[src/rtl/dsp_pkg.sv]
// Shared constants and types for the XINTF DPBRAM port-A arbiter.
// Requester ids, DPBRAM widths and the arbiter FSM state encoding.
package dsp_pkg;

  localparam int NUM_REQ = 3;

  localparam logic [1:0] REQ_XINTF = 2'd0;
  localparam logic [1:0] REQ_WF    = 2'd1;
  localparam logic [1:0] REQ_PS    = 2'd2;

  localparam int ADDR_W = 9;
  localparam int DATA_W = 16;

  typedef logic [1:0] arb_state_t;

  localparam arb_state_t ST_IDLE = 2'd0;
  localparam arb_state_t ST_OWN0 = 2'd1;
  localparam arb_state_t ST_OWN1 = 2'd2;
  localparam arb_state_t ST_OWN2 = 2'd3;

  function automatic logic [NUM_REQ-1:0] state_to_gnt(input arb_state_t st);
    logic [NUM_REQ-1:0] g;
    g = '0;
    case (st)
      ST_OWN0: g = 3'b001;
      ST_OWN1: g = 3'b010;
      ST_OWN2: g = 3'b100;
      default: g = '0;
    endcase
    return g;
  endfunction

endpackage

[src/rtl/xintf_ram_arbiter_rr_pick2.sv]
// Combinational round-robin choice between requesters 1 (WF copy) and 2 (PS test).
// ptr_i names the requester that wins when both are asking.
module rr_pick2
  import dsp_pkg::*;
(
  input  logic [1:0] ptr_i,
  input  logic [1:0] req_i,   // bit 0 = requester 1, bit 1 = requester 2
  output logic       valid_o,
  output logic [1:0] id_o
);

  always_comb begin
    valid_o = |req_i;
    id_o    = REQ_WF;
    if (ptr_i == REQ_PS) begin
      id_o = req_i[1] ? REQ_PS : REQ_WF;
    end else begin
      id_o = req_i[0] ? REQ_WF : REQ_PS;
    end
  end

endmodule

[src/rtl/xintf_ram_arbiter.sv]
// Arbitrates DPBRAM port A between XINTF FSM (fixed priority), WF copy and PS test.
// Optional per-requester beat counters are built when XINTF_ARB_STATS_EN is defined.
module xintf_ram_arbiter
  import dsp_pkg::*;
#(
  parameter int RD_LAT    = 1,
  parameter int MAX_BURST = 16
) (
  input  logic                 i_clk,
  input  logic                 i_rst,
  input  logic [NUM_REQ-1:0]   i_req,
  output logic [NUM_REQ-1:0]   o_gnt,
  input  logic [ADDR_W-1:0]    i_addr0,
  input  logic [ADDR_W-1:0]    i_addr1,
  input  logic [ADDR_W-1:0]    i_addr2,
  input  logic [NUM_REQ-1:0]   i_we,
  input  logic [DATA_W-1:0]    i_din0,
  input  logic [DATA_W-1:0]    i_din1,
  input  logic [DATA_W-1:0]    i_din2,
  output logic [DATA_W-1:0]    o_rdata,
  output logic [NUM_REQ-1:0]   o_rvalid,
  output logic [ADDR_W-1:0]    o_ram_addr,
  output logic                 o_ram_ce,
  output logic                 o_ram_we,
  output logic [DATA_W-1:0]    o_ram_din,
`ifdef XINTF_ARB_STATS_EN
  input  logic                 i_stat_clr,
  output logic [31:0]          o_beat_cnt0,
  output logic [31:0]          o_beat_cnt1,
  output logic [31:0]          o_beat_cnt2,
`endif
  input  logic [DATA_W-1:0]    i_ram_dout
);

  localparam logic [5:0] BURST_LIM = 6'(MAX_BURST);

  arb_state_t          state_q, state_d;
  logic [NUM_REQ-1:0]  gnt_q;
  logic [1:0]          ptr_q, ptr_d, ptr_eff;
  logic [4:0]          burst_q, burst_d;
  logic [5:0]          burst_inc;

  logic [ADDR_W-1:0]   ram_addr_q;
  logic                ram_ce_q, ram_we_q;
  logic [DATA_W-1:0]   ram_din_q;

  logic [NUM_REQ-1:0]  beat_vec, rd_beat_vec;
  logic                beat, low_owner, burst_hit, rearb;
  logic                pick_valid;
  logic [1:0]          pick_id;

  logic [ADDR_W-1:0]   sel_addr;
  logic                sel_we;
  logic [DATA_W-1:0]   sel_din;

  logic [NUM_REQ-1:0]  rd_pipe_q [RD_LAT+1];

  assign beat_vec    = i_req & gnt_q;
  assign beat        = |beat_vec;
  assign rd_beat_vec = beat_vec & ~i_we;
  assign low_owner   = (state_q == ST_OWN1) || (state_q == ST_OWN2);
  assign burst_inc   = {1'b0, burst_q} + 6'd1;
  assign burst_hit   = low_owner && beat && (burst_inc == BURST_LIM);
  // A missing owner request also covers the IDLE state, where no beat is possible.
  assign rearb       = !beat || burst_hit || (low_owner && i_req[0]);

  // Ending a 1/2 ownership moves the pointer past that owner before picking.
  assign ptr_eff = (state_q == ST_OWN1) ? REQ_PS :
                   (state_q == ST_OWN2) ? REQ_WF : ptr_q;

  rr_pick2 u_pick (
    .ptr_i   (ptr_eff),
    .req_i   (i_req[2:1]),
    .valid_o (pick_valid),
    .id_o    (pick_id)
  );

  always_comb begin
    state_d = state_q;
    ptr_d   = ptr_q;
    burst_d = burst_q + {4'd0, beat};
    if (rearb) begin
      ptr_d   = ptr_eff;
      burst_d = '0;
      if (i_req[0]) begin
        state_d = ST_OWN0;
      end else if (pick_valid) begin
        state_d = (pick_id == REQ_PS) ? ST_OWN2 : ST_OWN1;
      end else begin
        state_d = ST_IDLE;
      end
    end
  end

  always_comb begin
    sel_addr = i_addr0;
    sel_we   = i_we[0];
    sel_din  = i_din0;
    if (gnt_q[1]) begin
      sel_addr = i_addr1;
      sel_we   = i_we[1];
      sel_din  = i_din1;
    end else if (gnt_q[2]) begin
      sel_addr = i_addr2;
      sel_we   = i_we[2];
      sel_din  = i_din2;
    end
  end

  always_ff @(posedge i_clk) begin
    if (i_rst) begin
      state_q    <= ST_IDLE;
      gnt_q      <= '0;
      ptr_q      <= REQ_WF;
      burst_q    <= '0;
      ram_addr_q <= '0;
      ram_ce_q   <= 1'b0;
      ram_we_q   <= 1'b0;
      ram_din_q  <= '0;
    end else begin
      state_q  <= state_d;
      gnt_q    <= state_to_gnt(state_d);
      ptr_q    <= ptr_d;
      burst_q  <= burst_d;
      ram_ce_q <= beat;
      ram_we_q <= beat && sel_we;
      if (beat) begin
        ram_addr_q <= sel_addr;
        ram_din_q  <= sel_din;
      end
    end
  end

  // One-hot read tags; stage RD_LAT lines up with i_ram_dout for that beat.
  always_ff @(posedge i_clk) begin
    if (i_rst) begin
      for (int k = 0; k <= RD_LAT; k++) rd_pipe_q[k] <= '0;
    end else begin
      rd_pipe_q[0] <= rd_beat_vec;
      for (int k = 1; k <= RD_LAT; k++) rd_pipe_q[k] <= rd_pipe_q[k-1];
    end
  end

  assign o_gnt      = gnt_q;
  assign o_rvalid   = rd_pipe_q[RD_LAT];
  assign o_rdata    = (|rd_pipe_q[RD_LAT]) ? i_ram_dout : '0;
  assign o_ram_addr = ram_addr_q;
  assign o_ram_ce   = ram_ce_q;
  assign o_ram_we   = ram_we_q;
  assign o_ram_din  = ram_din_q;

`ifdef XINTF_ARB_STATS_EN
  logic [31:0] beat_cnt_q [NUM_REQ];

  always_ff @(posedge i_clk) begin
    if (i_rst || i_stat_clr) begin
      for (int n = 0; n < NUM_REQ; n++) beat_cnt_q[n] <= '0;
    end else begin
      for (int n = 0; n < NUM_REQ; n++) begin
        if (beat_vec[n]) beat_cnt_q[n] <= beat_cnt_q[n] + 32'd1;
      end
    end
  end

  assign o_beat_cnt0 = beat_cnt_q[0];
  assign o_beat_cnt1 = beat_cnt_q[1];
  assign o_beat_cnt2 = beat_cnt_q[2];
`endif

endmodule

[config.mk]
export PLATFORM = sky130hd
export DESIGN_NAME = xintf_ram_arbiter
export DESIGN_NICKNAME = d
export VERILOG_FILES = /design/src/rtl/dsp_pkg.sv /design/src/rtl/xintf_ram_arbiter_rr_pick2.sv /design/src/rtl/xintf_ram_arbiter.sv
export SDC_FILE = /design/constraint.sdc
export NUM_CORES = 1
export LEC_CHECK = 0
export BUFFER_PORTS_ARGS = -buffer_cell sky130_fd_sc_hd__buf_2
export CAP_MARGIN = 0
export CORE_MARGIN = 2
export CORE_UTILIZATION = 42
export DETAILED_ROUTE_END_ITERATION = 8
export GPL_ROUTABILITY_DRIVEN = 1
export HOLD_SLACK_MARGIN = 0.06
export PLACE_DENSITY_LB_ADDON = 0.08
export RECOVER_POWER = 50
export SYNTH_ARGS = -nofsm -noshare
export SYNTH_HDL_FRONTEND = slang
export SYNTH_SLANG_ARGS = --single-unit
[constraint.sdc]
create_clock -name i_clk -period 3.1 [get_ports i_clk]
set_clock_uncertainty 0.2 [all_clocks]
set_input_delay 0.62 -clock i_clk [delete_from_list [all_inputs] [get_ports i_clk]]
set_output_delay 0.62 -clock i_clk [all_outputs]
set_load 0.005 [all_outputs]
==> impl_metrics.json <==
{
  "run_status": "completed",
  "async_flop_share": 0,
  "postCtsSetupBuffers": 0,
  "critPathArrivalTime_ns": 2.26,
  "die_area_um2": 5970,
  "antenna_cells": 0,
  "fin_cells": 497,
  "insertion_delay_ns": 0.29,
  "cts_hold_buf": 0,
  "yosys.area.top_type_share": 0.400,
  "clock_sinks": 45,
  "syn_area_um2": 2250,
  "power_density_nw_per_um2": 448,
  "dp.cells": 489,
  "ys_warn_count": 0,
  "portBuffers": 147,
  "vdd_drop_max_uv": 284,
  "worst_slack_ns": 0.834,
  "coreArea_um2": 5140,
  "grt_pass1_vias": 2132,
  "ys_top_cells_by_area": "dfxtp_1, nand2_1, mux2i_1",
  "power_frac_comb": 0.179,
  "hpwl_um": 4230,
  "synth_commonest_cells": "nand2_1, dfxtp_1, mux2i_1, a21oi_1, o21ai_0",
  "gp_congestion": 0.788,
  "cp-start-kind": "primary input",
  "period_share": 0.731,
  "tns_ns": 0,
  "via_count": 2296,
  "yosysSeqAreaShare": 0.400,
  "htreeDepth": 2,
  "synth_edf_count": 0,
  "yosysTopAreaCell": "dfxtp_1",
  "hold_ws_ns": 0.242,
  "clockPowerShare": 0.368,
  "cts_resized": 0,
  "drc": 0,
  "wl_um": 5720,
  "grt_max_degree": 55,
  "power.leakage_nw": 1.35,
  "p_sw_frac": 0.244,
  "critPathKind": "primary input to flop",
  "antenna_found_initial": 0,
  "drv_slew": 0,
  "path_clk_slew_ns": 0.08,
  "max_freq_ghz": 0.441,
  "fillers": 506,
  "hp-class": "flop to flop",
  "power_switching_mw": 0.338,
  "rsz0062_at_grt": "no",
  "avgSynthCellArea_um2": 7.80,
  "ant_nets": 0,
  "grtUsageTotal": 0.189,
  "dr.pass1.iters": 4,
  "multi_input_area_um2": 1200,
  "grt_overflow": 0,
  "cts_tree": "yes",
  "synth_seq_cells": 45,
  "synth_ff_type": "dfxtp_1",
  "synthMostInstantiatedCell": "nand2_1",
  "area_growth_syn_to_layout_pct": 37.1,
  "place_ws_ns": 0.533,
  "slew-limit-headroom": 0.363,
  "drt-initial-drc-count": 64,
  "pin_count": 148,
  "post-route-util": 0.602,
  "avgRoutedWirePerCell_um": 11.5,
  "drive_gt1_frac": 0.323,
  "cts_buffer_depth": 2,
  "nets": 527,
  "layout_min_cycle_time_ns": 2.27,
  "cell_internal_pwr_mw": 1.05,
  "cts-buffers-inserted": 5,
  "grt_pass1_wl_um": 9260,
  "synth_nets": 390,
  "vias_per_cell": 4.62,
  "syn_inst": 289,
  "path_max_fanout": 26,
  "setup_viol": 0,
  "synth.distinct_cells": 33,
  "p_seq_frac": 0.453,
  "die-width_um": 77.3,
  "finalHoldViolCount": 0,
  "clockRootBuffer": "clkbuf_8",
  "worstPathRequired_ns": 3.09,
  "start_util": 0.439,
  "die_h_um": 77.3,
  "worst_pin_slew_ns": 0.956,
  "end_kind": "flop",
  "fp-row-count": 26,
  "maxCapViolCount": 0,
  "area.sequential_um2": 902
}
==> worst max-delay path: stages <==
cell and delay (ns):
clkbuf_1 0.11, a222oi_1 0.45, inv_2 0.29, ha_1 0.29, ha_1 0.21, nand3_1 0.09, xor2_1 0.14, nor2_1 0.05
==> through the flow <==
step,area [um^2],power [mW]
after CTS,3130,1.41
after global routing,3090,1.46
after floorplan,2250,0.785
after detailed placement,2990,0.898
after global placement,2990,0.893
final,3090,1.39
==> final timing paths <==
check	start	to	slack, ns	cells past startpoint
worst max-delay path	i_req[1]	burst_q[4]$_SDFF_PP0_	0.83	8
worst min register to register	rd_pipe_q[0][1]$_SDFF_PP0_	rd_pipe_q[0][4]$_SDFF_PP0_	0.24	1
worst max register to register	o_gnt[1]$_SDFF_PP0_	burst_q[4]$_SDFF_PP0_	0.99	7
worst min-delay path	rd_pipe_q[0][1]$_SDFF_PP0_	rd_pipe_q[0][4]$_SDFF_PP0_	0.24	1
==> final cells by class <==
| class | instances | share of cell area |
|---|---|---|
| flip-flops and latches | 45 | 0.292 |
| well taps | 70 | 0.0283 |
| repair buffers | 152 | 0.239 |
| multi-input cells | 215 | 0.389 |
| inverters | 7 | 0.00850 |
| clock inverters | 3 | 0.0210 |
| clock buffers | 5 | 0.0223 |
==> state kept, by name, summed over array words and instances, names as in the netlist <==
signal and count:
o_ram_din 16, o_ram_addr 9, rd_pipe_q 6, burst_q 5
o_gnt 3, ptr_q 2, state_q 2, o_ram_ce 1
o_ram_we 1
==> power groups by stage <==
stage / combinational, mW / sequential, mW / clock, mW
after detailed placement: 0.257 / 0.641 / 0
after floorplan: 0.142 / 0.643 / 0
final: 0.248 / 0.628 / 0.509
after CTS: 0.258 / 0.628 / 0.525
after global routing: 0.283 / 0.633 / 0.545
after global placement: 0.253 / 0.640 / 0
==> cells by family (layout without fill, tap and decap cells) <==
| logic type | after synthesis | after routing | synth area share |
|---|---|---|---|
| flops | 45 | 45 | 0.400 |
| simple gates | 122 | 122 | 0.238 |
| xor+xnor | 3 | 3 | 0.0117 |
| mux | 28 | 28 | 0.125 |
| buf+inv | 29 | 167 | 0.0666 |
| fa+ha+maj | 2 | 2 | 0.0111 |
| compound gates | 60 | 60 | 0.148 |
==> routing by layer <==
layer	wire, um	global-route usage	vias to the layer above
met5	0	0	-
met4	21	0.0518	0
met3	406	0.0471	2
met2	2900	0.350	80
met1	2390	0.212	983
li1	-	-	1231
==> placed cells by master, fill, tap and decap left out, types with 11 or more instances in the layout <==
cell type / n
nand2_1: 79
o21ai_0: 25
nor2b_1: 19
nor2_1: 11
mux2i_1: 27
clkbuf_1: 26
dfxtp_1: 44
buf_2: 122
a21oi_1: 26
Power figures use the tool's default switching activity.
